### config.mk
export PLATFORM = sky130hd
export DESIGN_NAME = regfile_write_arbiter
export DESIGN_NICKNAME = d
export VERILOG_FILES = /design/src/rtl/regfile_write_arbiter.sv
export SDC_FILE = /design/constraint.sdc
export NUM_CORES = 1
export LEC_CHECK = 0
export BUFFER_PORTS_ARGS = -buffer_cell sky130_fd_sc_hd__buf_2
export CORE_AREA = 2 2 63 65
export CTS_BUF_LIST = sky130_fd_sc_hd__clkbuf_4
export DETAILED_ROUTE_END_ITERATION = 6
export DIE_AREA = 0 0 65 67
export GPL_ROUTABILITY_DRIVEN = 0
export PLACE_DENSITY_LB_ADDON = 0.08
export SLEW_MARGIN = 15
export SYNTH_ARGS = -nofsm -noshare
export SYNTH_HDL_FRONTEND = slang
export SYNTH_SLANG_ARGS = --single-unit
### constraint.sdc
create_clock -name clock -period 2.3 [get_ports clock]
set_input_delay 0.575 -clock clock [delete_from_list [all_inputs] [get_ports clock]]
set_output_delay 0.575 -clock clock [all_outputs]
set_load 0.02 [all_outputs]
### src/rtl/regfile_write_arbiter.sv
// Write-port arbiter in front of the register file: post-reset clear sweep,
// core-priority arbitration with bounded debug starvation, x0 suppression.
module regfile_write_arbiter #(
  parameter int ADDR_W     = 6,
  parameter int DATA_W     = 32,
  parameter int NUM_REGS   = 32,
  parameter int STARVE_LIM = 4
) (
  input  logic              clock,
  input  logic              reset,
  input  logic              core_we,
  input  logic [ADDR_W-1:0] core_rd,
  input  logic [DATA_W-1:0] core_wdata,
  output logic              core_stall,
  input  logic              dbg_req,
  input  logic [ADDR_W-1:0] dbg_rd,
  input  logic [DATA_W-1:0] dbg_wdata,
  output logic              dbg_ack,
  output logic              dbg_err,
  output logic              rf_we,
  output logic [ADDR_W-1:0] rf_rd,
  output logic [DATA_W-1:0] rf_wdata,
  output logic              busy
);

  localparam logic [0:0]        ST_CLEAR = 1'b0;
  localparam logic [0:0]        ST_RUN   = 1'b1;
  localparam logic [ADDR_W:0]   NREGS    = (ADDR_W+1)'(NUM_REGS);
  localparam logic [ADDR_W-1:0] LAST_IDX = ADDR_W'(NUM_REGS - 1);
  localparam logic [3:0]        LIM      = 4'(STARVE_LIM);

  logic [0:0]        state;
  logic [ADDR_W-1:0] idx;
  logic [3:0]        starve_cnt;

  logic core_eff, dbg_eff, forced, run, dbg_win, core_win;

  function automatic logic idx_ok(input logic [ADDR_W-1:0] a);
    return (a != '0) && ({1'b0, a} < NREGS);
  endfunction

  always_comb begin
    run      = (state == ST_RUN) && !reset;
    core_eff = core_we && idx_ok(core_rd);
    dbg_eff  = idx_ok(dbg_rd);
    forced   = dbg_req && (starve_cnt == LIM);
    dbg_win  = run && dbg_req && (forced || !core_eff);
    core_win = run && core_eff && !dbg_win;
  end

  always_comb begin
    rf_we      = 1'b0;
    rf_rd      = '0;
    rf_wdata   = '0;
    core_stall = 1'b0;
    dbg_ack    = 1'b0;
    dbg_err    = 1'b0;
    busy       = 1'b0;
    if (reset) begin
      core_stall = 1'b1;
      busy       = 1'b1;
    end else if (state == ST_CLEAR) begin
      rf_we      = 1'b1;
      rf_rd      = idx;
      core_stall = 1'b1;
      busy       = 1'b1;
    end else if (dbg_win) begin
      dbg_ack    = 1'b1;
      core_stall = core_eff;
      if (dbg_eff) begin
        rf_we    = 1'b1;
        rf_rd    = dbg_rd;
        rf_wdata = dbg_wdata;
      end else begin
        dbg_err  = 1'b1;
      end
    end else if (core_win) begin
      rf_we    = 1'b1;
      rf_rd    = core_rd;
      rf_wdata = core_wdata;
    end
  end

  always_ff @(posedge clock) begin
    if (reset) begin
      state      <= ST_CLEAR;
      idx        <= '0;
      starve_cnt <= '0;
    end else if (state == ST_CLEAR) begin
      idx        <= idx + 1'b1;
      starve_cnt <= '0;
      if (idx == LAST_IDX)
        state <= ST_RUN;
    end else begin
      // In RUN a pending request that did not win was necessarily beaten by the core.
      if (!dbg_req || dbg_win)
        starve_cnt <= '0;
      else if (starve_cnt != LIM)
        starve_cnt <= starve_cnt + 1'b1;
    end
  end

endmodule

==> impl_metrics.toml, run 1 <==
[worst_setup_path]
critical_path.n_buffers_inverters = 4
path_cells = "buf_6, or4_4, o211ai_2, and3b_2, buf_4, buf_16, a22o_4, buf_4"
worst-r2r-setup-slack_ns = 0.90
setup.worst_path.end_class = "primary output"
critical_path_depth = 8
worst_r2r_path_depth = 5
timing.setup.critical_path_class = "in -> out"
largest_driver_fanout_on_the_critical_path = 11
timing.critical_path.max_delay_family = "simple AND/OR/NAND/NOR gates"
timing.critical_path.from_type = "input pin"
crit-reg2reg-capture = "starve_cnt[3]$_SDFFE_PP0P_"
critical_path.startpoint = "core_rd[1]"
critPathCapture = "rf_wdata[10]"
critPathRequiredTime_ns = 1.73
crit-reg2reg-launch = "starve_cnt[0]$_SDFFE_PP0P_"
crit_slowest_cell = "or4_4"
timing.critical_path.mode_cell = "buf_4"
critPathMaxStageDelay_ns = 0.54
crit_arrival_ns = 2.11

[cts]
clk_path_buf_depth = 2
tritoncts = "built"
clock_sink_count = 11
cts_made_buffers = 3
post_cts_hold_buffer_count = 0
clock_tree.htree_level_count = 1
insertion_delay_ns = 0.26
clock_transition_at_path_regs_ns = 0.07
root_buffer = "clkbuf_4"

[floorplanning]
die_w_microns = 65
design.core.area_sq_um = 3606
floorplan.initialDensity_pct = 31.09
die_area_sq_um = 4355
ios = 123
rows = 22
chipHeight_microns = 67

[logic_synthesis]
post_synthesis_net_count = 212
synth_top_cell_by_area = "a22o_2"
synthTopCellsByArea = "a22o_2 (26%), dfxtp_1 (20%), buf_12 (5.4%), nor2_1 (5.4%), ha_1 (3.3%)"
yosys_warn_count = 0
ys_ff_latch = 11
count_of_cell_types_in_the_netlist = 35
number_of_instances_in_the_synthesized_netlist = 129
mappedNetlistArea_sq_um = 1121
average_instance_area_after_synthesis_sq_um = 8.691
synth-seq-area-share_pct = 19.64
synth_top_cell_area_share_pct = 25.89

[place]
place_area_sq_um = 2176
dp_hpwl_microns = 3446
count_of_buffers_inserted_at_the_top_level_ports = 122

[pwr]
max-vdd-ir-drop_mv = 0.3260
p_per_area_nw_per_um2 = 194.8
power.static_leakage_nw = 1.324

[timing]
setup-violations-final = 41
fmax_ghz = 0.3725
maxSlewHeadroom_pct = 75.93
timing_max_transition_violations_final = 0
finalWorstPathRequiredPeriod_ns = 2.684
final_min_period_over_clock_period_pct = 116.7
layout_setup_ws_ns = -0.3844
hold_violations = 0
grt_setup_unrepaired = "yes"
tightestPinTransition_ns = 0.3572
clock_skew_ns = 0.0007905

[grt]
grt_first_pass_wirelength_microns = 6451
overflow = 0
antenna_violations_before_repair = 0
via_count_of_the_first_global_routing_pass = 1463
grt_start_max_net_pins = 27
global_route.usage.total_pct = 18.85

[final_layout]
area.sequential_sq_um = 220.2
finish.utilization_pct = 69.99
multi_input_comb_area_sq_um = 1082
syn_to_final_growth_pct = 125.1
final_area_sq_um = 2524
final_layout_size_suffix_gt1_share_pct = 72.10
antenna-diode-count = 0
final_net_count = 360
layout.filler_cells = 299

[detailed_routing]
routed_wire_length_per_instance_microns = 13.40
via_count = 1590
drt_iter0_drc = 38
viasPerCell = 4.907
wl_microns = 4340
antenna_left = 0
remaining_drcs = 0
drtPass1Iterations = 4

[worst_hold_path]
worstHoldPathCells = 2
timing.hold.worst.class = "reg -> reg"

[job]
cap_violations = 0

[outcome]
violations = "negative setup slack"
status = "finished with violations"
==> where the power goes <==
group	leakage (nW)	total, mW	internal, mW	switching (mW)
Combinational	1.22	0.150	0.0858	0.0642
Sequential	0.0892	0.200	0.195	0.00514
Clock	0.0184	0.141	0.0788	0.0626
==> Yosys cell counts, drive strengths merged <==
cell     number
xor2          4
xnor2         3
ha            3
dfxtp        11
inv           6
a211oi        2
nand2         1
nand3         4
and3          2
or3           1
buf           8
nand3b        2
o21ai         5
a21oi         5
nor3          2
o211ai        1
clkbuf        1
nor2b         3
and3b         2
a22o         32
nor3b         3
o31a          1
o21a          1
o2bb2ai       3
mux2i         1
nor2         16
and2          1
and4b         1
nand4b        1
a22oi         2
or4           1
==> sequential cells by signal (all words and copies together) (netlist names) <==
| signal | flops |
|---|---|
| idx | 6 |
| starve_cnt | 4 |
| state | 1 |
==> per-layer routing <==
metal  GRT usage, %  up-vias  routed length (microns)
met1          22.44      728                     1705
li1               -      794                        -
met5              0        -                        0
met4          6.117        0                       29
met2          34.28       64                     2290
met3          3.041        4                      314
==> layout make-up <==
cell class | count | share of cell area [%]
inverters | 6 | 0.8924
flip-flops and latches | 11 | 8.726
well taps | 48 | 2.380
clock buffers | 4 | 1.190
multi-input cells | 103 | 42.89
repair buffers | 152 | 43.93
==> kinds of logic (layout without fill, tap and decap cells) <==
| kind of cell | after synthesis | after routing | synth area share, % |
|---|---|---|---|
| adder cells (fa/ha/maj) | 3 | 3 | 3.349 |
| buffers and inverters | 15 | 162 | 10.38 |
| multiplexers | 1 | 1 | 0.8929 |
| flip-flops | 11 | 11 | 19.64 |
| AO/OA/AOI/OAI | 52 | 52 | 40.40 |
| AND/OR/NAND/NOR | 40 | 40 | 19.87 |
| XOR/XNOR | 7 | 7 | 5.469 |
==> layout by cell type (no fill, tap or decap), drive strengths merged <==
cell type,n
o2bb2ai,3
xor2,4
ha,3
and3b,2
o31a,1
mux2i,1
and2,1
nand3b,2
a22oi,2
nand3,4
or4,1
o211ai,1
and3,2
nand4b,1
dfxtp,11
xnor2,3
o21a,1
inv,6
and4b,1
o21ai,5
nor2,16
nor3b,3
or3,1
nor3,2
nand2,1
nor2b,3
a22o,32
a21oi,5
clkbuf,5
buf,151
a211oi,2
==> tightest hold or removal path, cell delays in order (launching register included) <==
cell     delay [ns]
dfxtp_1        0.33
buf_4          0.12
nor2_1         0.04
==> through the flow <==
stage	power, mW	setup TNS, ns	cells	hold WS, ns	setup WS (ns)
after floorplan	0.2371	-5.407	129	0.4297	-0.1598
after global placement	0.3405	-14.40	313	0.5040	-0.4039
after detailed placement	0.3431	-15.08	313	0.5166	-0.4326
after CTS	0.4952	-13.42	322	0.5266	-0.3761
after global routing	0.5196	-17.09	324	0.5427	-0.4655
final	0.4916	-13.80	324	0.5248	-0.3844
==> how the worst min path moves through the flow <==
| stage | start | end |
|---|---|---|
| floorplan | starve_cnt[0]$_SDFFE_PP0P_ | starve_cnt[0]$_SDFFE_PP0P_ |
| global placement | starve_cnt[0]$_SDFFE_PP0P_ | starve_cnt[0]$_SDFFE_PP0P_ |
| detailed placement | starve_cnt[0]$_SDFFE_PP0P_ | starve_cnt[0]$_SDFFE_PP0P_ |
| CTS | starve_cnt[0]$_SDFFE_PP0P_ | starve_cnt[0]$_SDFFE_PP0P_ |
| global route | starve_cnt[0]$_SDFFE_PP0P_ | starve_cnt[0]$_SDFFE_PP0P_ |
| finish | starve_cnt[0]$_SDFFE_PP0P_ | starve_cnt[0]$_SDFFE_PP0P_ |
==> what timing repair did <==
item                                    4_1_cts  5_1_grt
gates cloned                                  1        1
setup buffers                                 4        1
pin swaps                                     2        1
gates resized for setup                      67        1
endpoints found under the setup margin       41       41
Note: power is estimated with default switching activity, not from simulation.
==> run 2: changes to the inputs <==
- ABC_AREA: unset -> 1
- CORE_AREA: 2 2 63 65 -> 2 2 68 70
- DIE_AREA: 0 0 65 67 -> 0 0 70 72
==> run 2 against run 1 <==
- largest cell class unchanged
- synthesized area increased by 33%
- core utilization decreased by 4.6 points
- the run still ends with negative setup slack left
- clock skew increased by 0.0068 ns
- worst hold slack got worse by 0.037 ns
==> impl_metrics.toml, run 2 <==
[outcome]
status = "finished with violations"
violations = "negative setup slack"

[logic_synthesis]
count_of_cell_types_in_the_netlist = 27
average_instance_area_after_synthesis_sq_um = 5.645
synthFlopType = "dfxtp_1"
mappedNetlistArea_sq_um = 1490
ys_ff_latch = 11
synth_top_cell_area_share_pct = 27.20
post_synthesis_net_count = 347
post-synth-top-count-cell = "nand3_1"
synthTopCellsByArea = "nand3_1 (27%), dfxtp_1 (15%), and2_1 (13%), inv_1 (12%), nand2_1 (5.0%)"
synth.top_cells.by_count = "nand3_1 (81), inv_1 (49), and2_1 (32)"
synth_edf_count = 0
synth_top_cell_by_area = "nand3_1"
yosys_warn_count = 0
asyncSetResetFlopFracSynth_pct = 0
synth-seq-area-share_pct = 14.78
number_of_instances_in_the_synthesized_netlist = 264

[grt]
antenna_violations_before_repair = 0
global_route.usage.total_pct = 18.41
overflow = 0
grt_start_max_net_pins = 33
grt_first_pass_wirelength_microns = 7859
via_count_of_the_first_global_routing_pass = 1838

[final_layout]
layout.filler_cells = 412
area.sequential_sq_um = 222.7
syn_to_final_growth_pct = 87.07
finish.utilization_pct = 65.38
most_flops_register = "idx"
largest_reg_flops = 6
multi_input_comb_area_sq_um = 1122
antenna-diode-count = 0
most-common-layout-cells = "buf_2 (83), nand3_1 (71), buf_4 (45)"
final_layout_size_suffix_gt1_share_pct = 48.40
largest_registers = "idx: 6 flops, starve_cnt: 4 flops, state: 1 flops"
most_common_library_cell_in_the_layout_ignoring_fill_and_taps = "buf_2"
final_net_count = 491
final_area_sq_um = 2788

[worst_setup_path]
timing.critical_path.from_type = "flip-flop"
crit-reg2reg-capture = "starve_cnt[1]$_SDFFE_PP0P_"
critical_path_depth = 11
critPathMaxStageDelay_ns = 0.33
critical_path.n_buffers_inverters = 5
setup.worst_path.end_class = "primary output"
worst-r2r-setup-slack_ns = 0.82
path_cells = "inv_2, ha_4, nand3b_1, nand3_2, nand2_8, inv_8, clkbuf_16, nand3_1, and2_1, inv_1, buf_4"
timing.critical_path.max_delay_family = "simple AND/OR/NAND/NOR gates"
timing.setup.critical_path_class = "reg -> out"
critPathRequiredTime_ns = 1.73
crit_arrival_ns = 1.84
largest_driver_fanout_on_the_critical_path = 6
crit_slowest_cell = "dfxtp_2"
worst_r2r_path_depth = 8
crit-reg2reg-launch = "starve_cnt[0]$_SDFFE_PP0P_"

[place]
count_of_buffers_inserted_at_the_top_level_ports = 122
dp_hpwl_microns = 3849
place_area_sq_um = 2328
pre_cts_slack_ns = -0.1265

[timing]
fmax_ghz = 0.4136
finalWorstPathRequiredPeriod_ns = 2.418
setup_tns_ns = -3.220
hold_violations = 0
maxSlewHeadroom_pct = 75.86
timing_max_transition_violations_final = 0
grt_setup_unrepaired = "yes"
setup-violations-final = 38
tightestPinTransition_ns = 0.3593
final_min_period_over_clock_period_pct = 105.1
clock_skew_ns = 0.007578
layout_setup_ws_ns = -0.1177

[pwr]
totalPowerFinal_mw = 0.4892
p_per_area_nw_per_um2 = 175.5
power.share.sequential_pct = 40.8
max-vdd-ir-drop_mv = 0.3006
p_int_mw = 0.3525
share_clk_of_total_power_pct = 29.2
pwr-share-comb_pct = 29.9
power.static_leakage_nw = 1.538
switching_share_pct = 27.94
netSwitchingPower_mw = 0.1367

[detailed_routing]
antenna_left = 0
routed_wire_length_per_instance_microns = 11.82
drt_iter0_drc = 68
drtPass1Iterations = 4
wl_microns = 5427
via_count = 2182
viasPerCell = 4.754
remaining_drcs = 0

[worst_hold_path]
timing.hold.worst.class = "reg -> reg"
hold-path-endpoint = "idx[0]$_SDFFE_PP0N_"
timing.hold.worst.start = "idx[0]$_SDFFE_PP0N_"
worstHoldPathCells = 2

[cts]
clock_tree.htree_level_count = 1
clk_path_buf_depth = 2
root_buffer = "clkbuf_4"
clock_sink_count = 11
tritoncts = "built"
insertion_delay_ns = 0.27
cts_made_buffers = 3
post_cts_hold_buffer_count = 0
clock_transition_at_path_regs_ns = 0.06

[floorplanning]
floorplan.initialDensity_pct = 34.95
rows = 24
die_area_sq_um = 5040
design.core.area_sq_um = 4264
ios = 123
die_w_microns = 70
chipHeight_microns = 72

[job]
cap_violations = 0
-- run 2: cell count changes after synthesis, moves of 4 or more --
| cell | previous run | this run |
|---|---|---|
| a21oi_1 | 5 | 12 |
| and2_1 | 1 | 32 |
| nand3_1 | 4 | 81 |
| nand2_1 | 1 | 20 |
| inv_1 | 6 | 49 |
| nand4_1 | 0 | 4 |
| a22o_2 | 29 | 0 |
-- run 2: kinds of logic after synthesis --
group | after synthesis | synth area share, %
and+or+nand+nor | 161 | 56.42
buffers and inverters | 66 | 18.05
AOI/OAI and AO/OA | 21 | 7.053
DFF | 11 | 14.78
adders and majority gates | 3 | 2.519
xor gates and xnor gates | 2 | 1.176
-- run 2: final cells by class --
class / instances / share of cell area, %
Sequential cell: 11 / 7.989
Timing Repair Buffer: 153 / 41.07
Clock buffer: 4 / 1.077
Tap cell: 52 / 2.334
Inverter: 52 / 7.271
Multi-Input combinational cell: 187 / 40.26
-- run 2: what timing repair did --
| item | 4_1_cts | 5_1_grt |
|---|---|---|
| hold endpoints to repair | 0 | 0 |
| cloned | 1 | 5 |
| pin swaps | 5 | 9 |
| setup buffers | 4 | 0 |
| gates resized for setup | 38 | 49 |
| setup endpoints to repair | 38 | 40 |
-- run 2: metal layers --
layer,global-route usage (%),up-vias,wire length (microns)
met5,0,-,0
li1,-,1142,-
met1,23.80,946,2239
met2,32.28,88,2746
met3,4.167,6,382
met4,2.564,0,59
-- run 2: worst max path at each step --
stage                          startpoint           end  slack (ns)
6_report       starve_cnt[0]$_SDFFE_PP0P_   rf_wdata[2]       -0.12
5_1_grt        starve_cnt[1]$_SDFFE_PP0P_  rf_wdata[21]       -0.22
4_1_cts        starve_cnt[0]$_SDFFE_PP0P_   rf_wdata[1]        -0.1
3_5_place_dp                   core_rd[2]   rf_wdata[9]       -0.13
3_3_place_gp                   core_rd[2]   rf_wdata[1]       -0.09
2_1_floorplan                       reset  rf_wdata[13]      0.0006
-- run 2: metrics by stage --
stage	instances	hold WS, ns
final	459	0.4876
after global placement	445	0.4457
after CTS	454	0.4869
after global routing	459	0.5130
after floorplan	264	0.4297
after detailed placement	445	0.4556
-- run 2: tightest hold or removal path: cells and delay by family, from the launching register on --
family | cells | cell delay (ns)
flops | 1 | 0.33
simple gates | 1 | 0.06
compound gates | 1 | 0.05
-- run 2: power groups by stage --
| stage | logic, mW | clock network, mW | registers, mW |
|---|---|---|---|
| after CTS | 0.143 | 0.150 | 0.200 |
| after global placement | 0.135 | 0 | 0.204 |
| after detailed placement | 0.137 | 0 | 0.204 |
| after floorplan | 0.0410 | 0 | 0.203 |
| after global routing | 0.162 | 0.157 | 0.200 |
| final | 0.146 | 0.143 | 0.200 |
==> run 3: changes to the inputs <==
- REMOVE_ABC_BUFFERS: unset -> 1
==> run 3 against run 2 <==
- the run still ends with negative setup slack left
- sequential power barely moved
- worst setup slack lost 0.047 ns
- total power grew 1.4%
- count of clock-buffer cells in the layout unchanged
- register-to-register slack better by 0.07 ns
- die area is the same
- cell area grew 4.9%
- wire length up 11%
- clock power increased by 4%
- final cell count decreased by 0.44%
- flip-flop and latch count is the same
==> impl_metrics.toml, run 3 (synthesis results as in run 2) <==
[floorplanning]
rows = 24
design.core.area_sq_um = 4264
chipHeight_microns = 72
die_w_microns = 70
die_area_sq_um = 5040
floorplan.initialDensity_pct = 34.95
ios = 123

[final_layout]
most_common_library_cell_in_the_layout_ignoring_fill_and_taps = "buf_2"
largest_reg_flops = 6
antenna-diode-count = 0
final_net_count = 489
largest_registers = "idx: 6 flops, starve_cnt: 4 flops, state: 1 flops"
most-common-layout-cells = "buf_2 (84), nand3_1 (69), inv_1 (39)"
most_flops_register = "idx"
syn_to_final_growth_pct = 96.31
final_layout_size_suffix_gt1_share_pct = 50.86
layout.filler_cells = 378

[grt]
overflow = 0
global_route.usage.total_pct = 21.78
grt_start_max_net_pins = 35
antenna_violations_before_repair = 0
grt_first_pass_wirelength_microns = 9045
via_count_of_the_first_global_routing_pass = 2004

[detailed_routing]
via_count = 2223
remaining_drcs = 0
drt_iter0_drc = 54
wl_microns = 6014
drtPass1Iterations = 5
antenna_left = 0
routed_wire_length_per_instance_microns = 13.16
viasPerCell = 4.864

[place]
dp_hpwl_microns = 3941
pre_cts_slack_ns = -0.1667
count_of_buffers_inserted_at_the_top_level_ports = 122

[timing]
finalWorstPathRequiredPeriod_ns = 2.465
maxSlewHeadroom_pct = 75.66
layout_setup_ws_ns = -0.1649
grt_setup_unrepaired = "yes"
final_min_period_over_clock_period_pct = 107.2
timing_max_transition_violations_final = 0
tightestPinTransition_ns = 0.3623
hold_violations = 0
fmax_ghz = 0.4057
hold-worst-slack_ns = 0.4887
clock_skew_ns = 0.002052
setup-violations-final = 38

[worst_setup_path]
critPathRequiredTime_ns = 1.73
largest_driver_fanout_on_the_critical_path = 6
timing.critical_path.from_type = "flip-flop"
setup.worst_path.end_class = "primary output"
crit_arrival_ns = 1.89
timing.setup.critical_path_class = "reg -> out"

[cts]
clock_transition_at_path_regs_ns = 0.07
clk_path_buf_depth = 2
cts_made_buffers = 3
clock_sink_count = 11
insertion_delay_ns = 0.27
tritoncts = "built"
root_buffer = "clkbuf_4"
post_cts_hold_buffer_count = 0
clock_tree.htree_level_count = 1

[pwr]
power.static_leakage_nw = 1.571
netSwitchingPower_mw = 0.1438
p_per_area_nw_per_um2 = 169.5
power.share.sequential_pct = 40.2
pwr-share-comb_pct = 29.8
totalPowerFinal_mw = 0.4958
share_clk_of_total_power_pct = 30.0
switching_share_pct = 29.01
p_int_mw = 0.3519
max-vdd-ir-drop_mv = 0.2436

[worst_hold_path]
timing.hold.worst.class = "reg -> reg"

[outcome]
status = "finished with violations"
violations = "negative setup slack"

[job]
cap_violations = 0
[run 3: timing repair]
item,4_1_cts,5_1_grt
cloned,5,2
pin swaps,8,9
gates resized for setup,99,31
endpoints found under the setup margin,38,39
buffers inserted,6,2
[run 3: power by group through the flow]
stage	Sequential [mW]	Combinational, mW	Clock (mW)
floorplan	0.203	0.0380	0
global placement	0.204	0.133	0
detailed placement	0.204	0.133	0
CTS	0.199	0.141	0.156
global route	0.200	0.162	0.164
finish	0.199	0.148	0.149
[run 3: per-stage QoR]
step	instances	util [%]	cell area [sq um]	TNS (ns)
finish	457	68.60	2925	-4.531
global route	457	68.60	2925	-8.257
CTS	454	65.20	2780	-4.710
detailed placement	440	53.05	2262	-4.738
global placement	440	53.05	2262	-4.602
floorplan	250	-	1416	-16.12
[run 3: worst paths after layout]
path	startpoint	to	slack, ns	depth (start not counted)
max	starve_cnt[0]$_SDFFE_PP0P_	rf_wdata[19]	-0.16	12
min	idx[0]$_SDFFE_PP0N_	idx[0]$_SDFFE_PP0N_	0.49	2
max reg2reg	starve_cnt[1]$_SDFFE_PP0P_	starve_cnt[1]$_SDFFE_PP0P_	0.89	8
min reg2reg	idx[0]$_SDFFE_PP0N_	idx[0]$_SDFFE_PP0N_	0.49	2
[run 3: layout make-up]
cell class	count	area, sq um	area share (%)
inverters	52	207.7	7.100
clock buffers	4	30.03	1.027
multi-input cells	187	1144	39.09
repair buffers	151	1256	42.94
well taps	52	65.06	2.224
flip-flops and latches	11	222.7	7.613
[run 3: critical path: stages (launching register included)]
cell and delay (ns):
dfxtp_2 0.33, inv_2 0.06, ha_4 0.12, nand3b_1 0.15, nand3_2 0.15, nand2_4 0.08, buf_12 0.15, inv_12 0.07
clkbuf_16 0.14, nand3_1 0.06, and2_1 0.14, inv_1 0.06, buf_6 0.12
[run 3: routing by layer]
metal,up-vias,share of wire [%],track usage (%)
li1,1134,-,-
met1,993,41,26.18
met2,86,52,40.53
met3,10,6.1,3.750
met4,0,1.5,5.128
met5,-,0,0
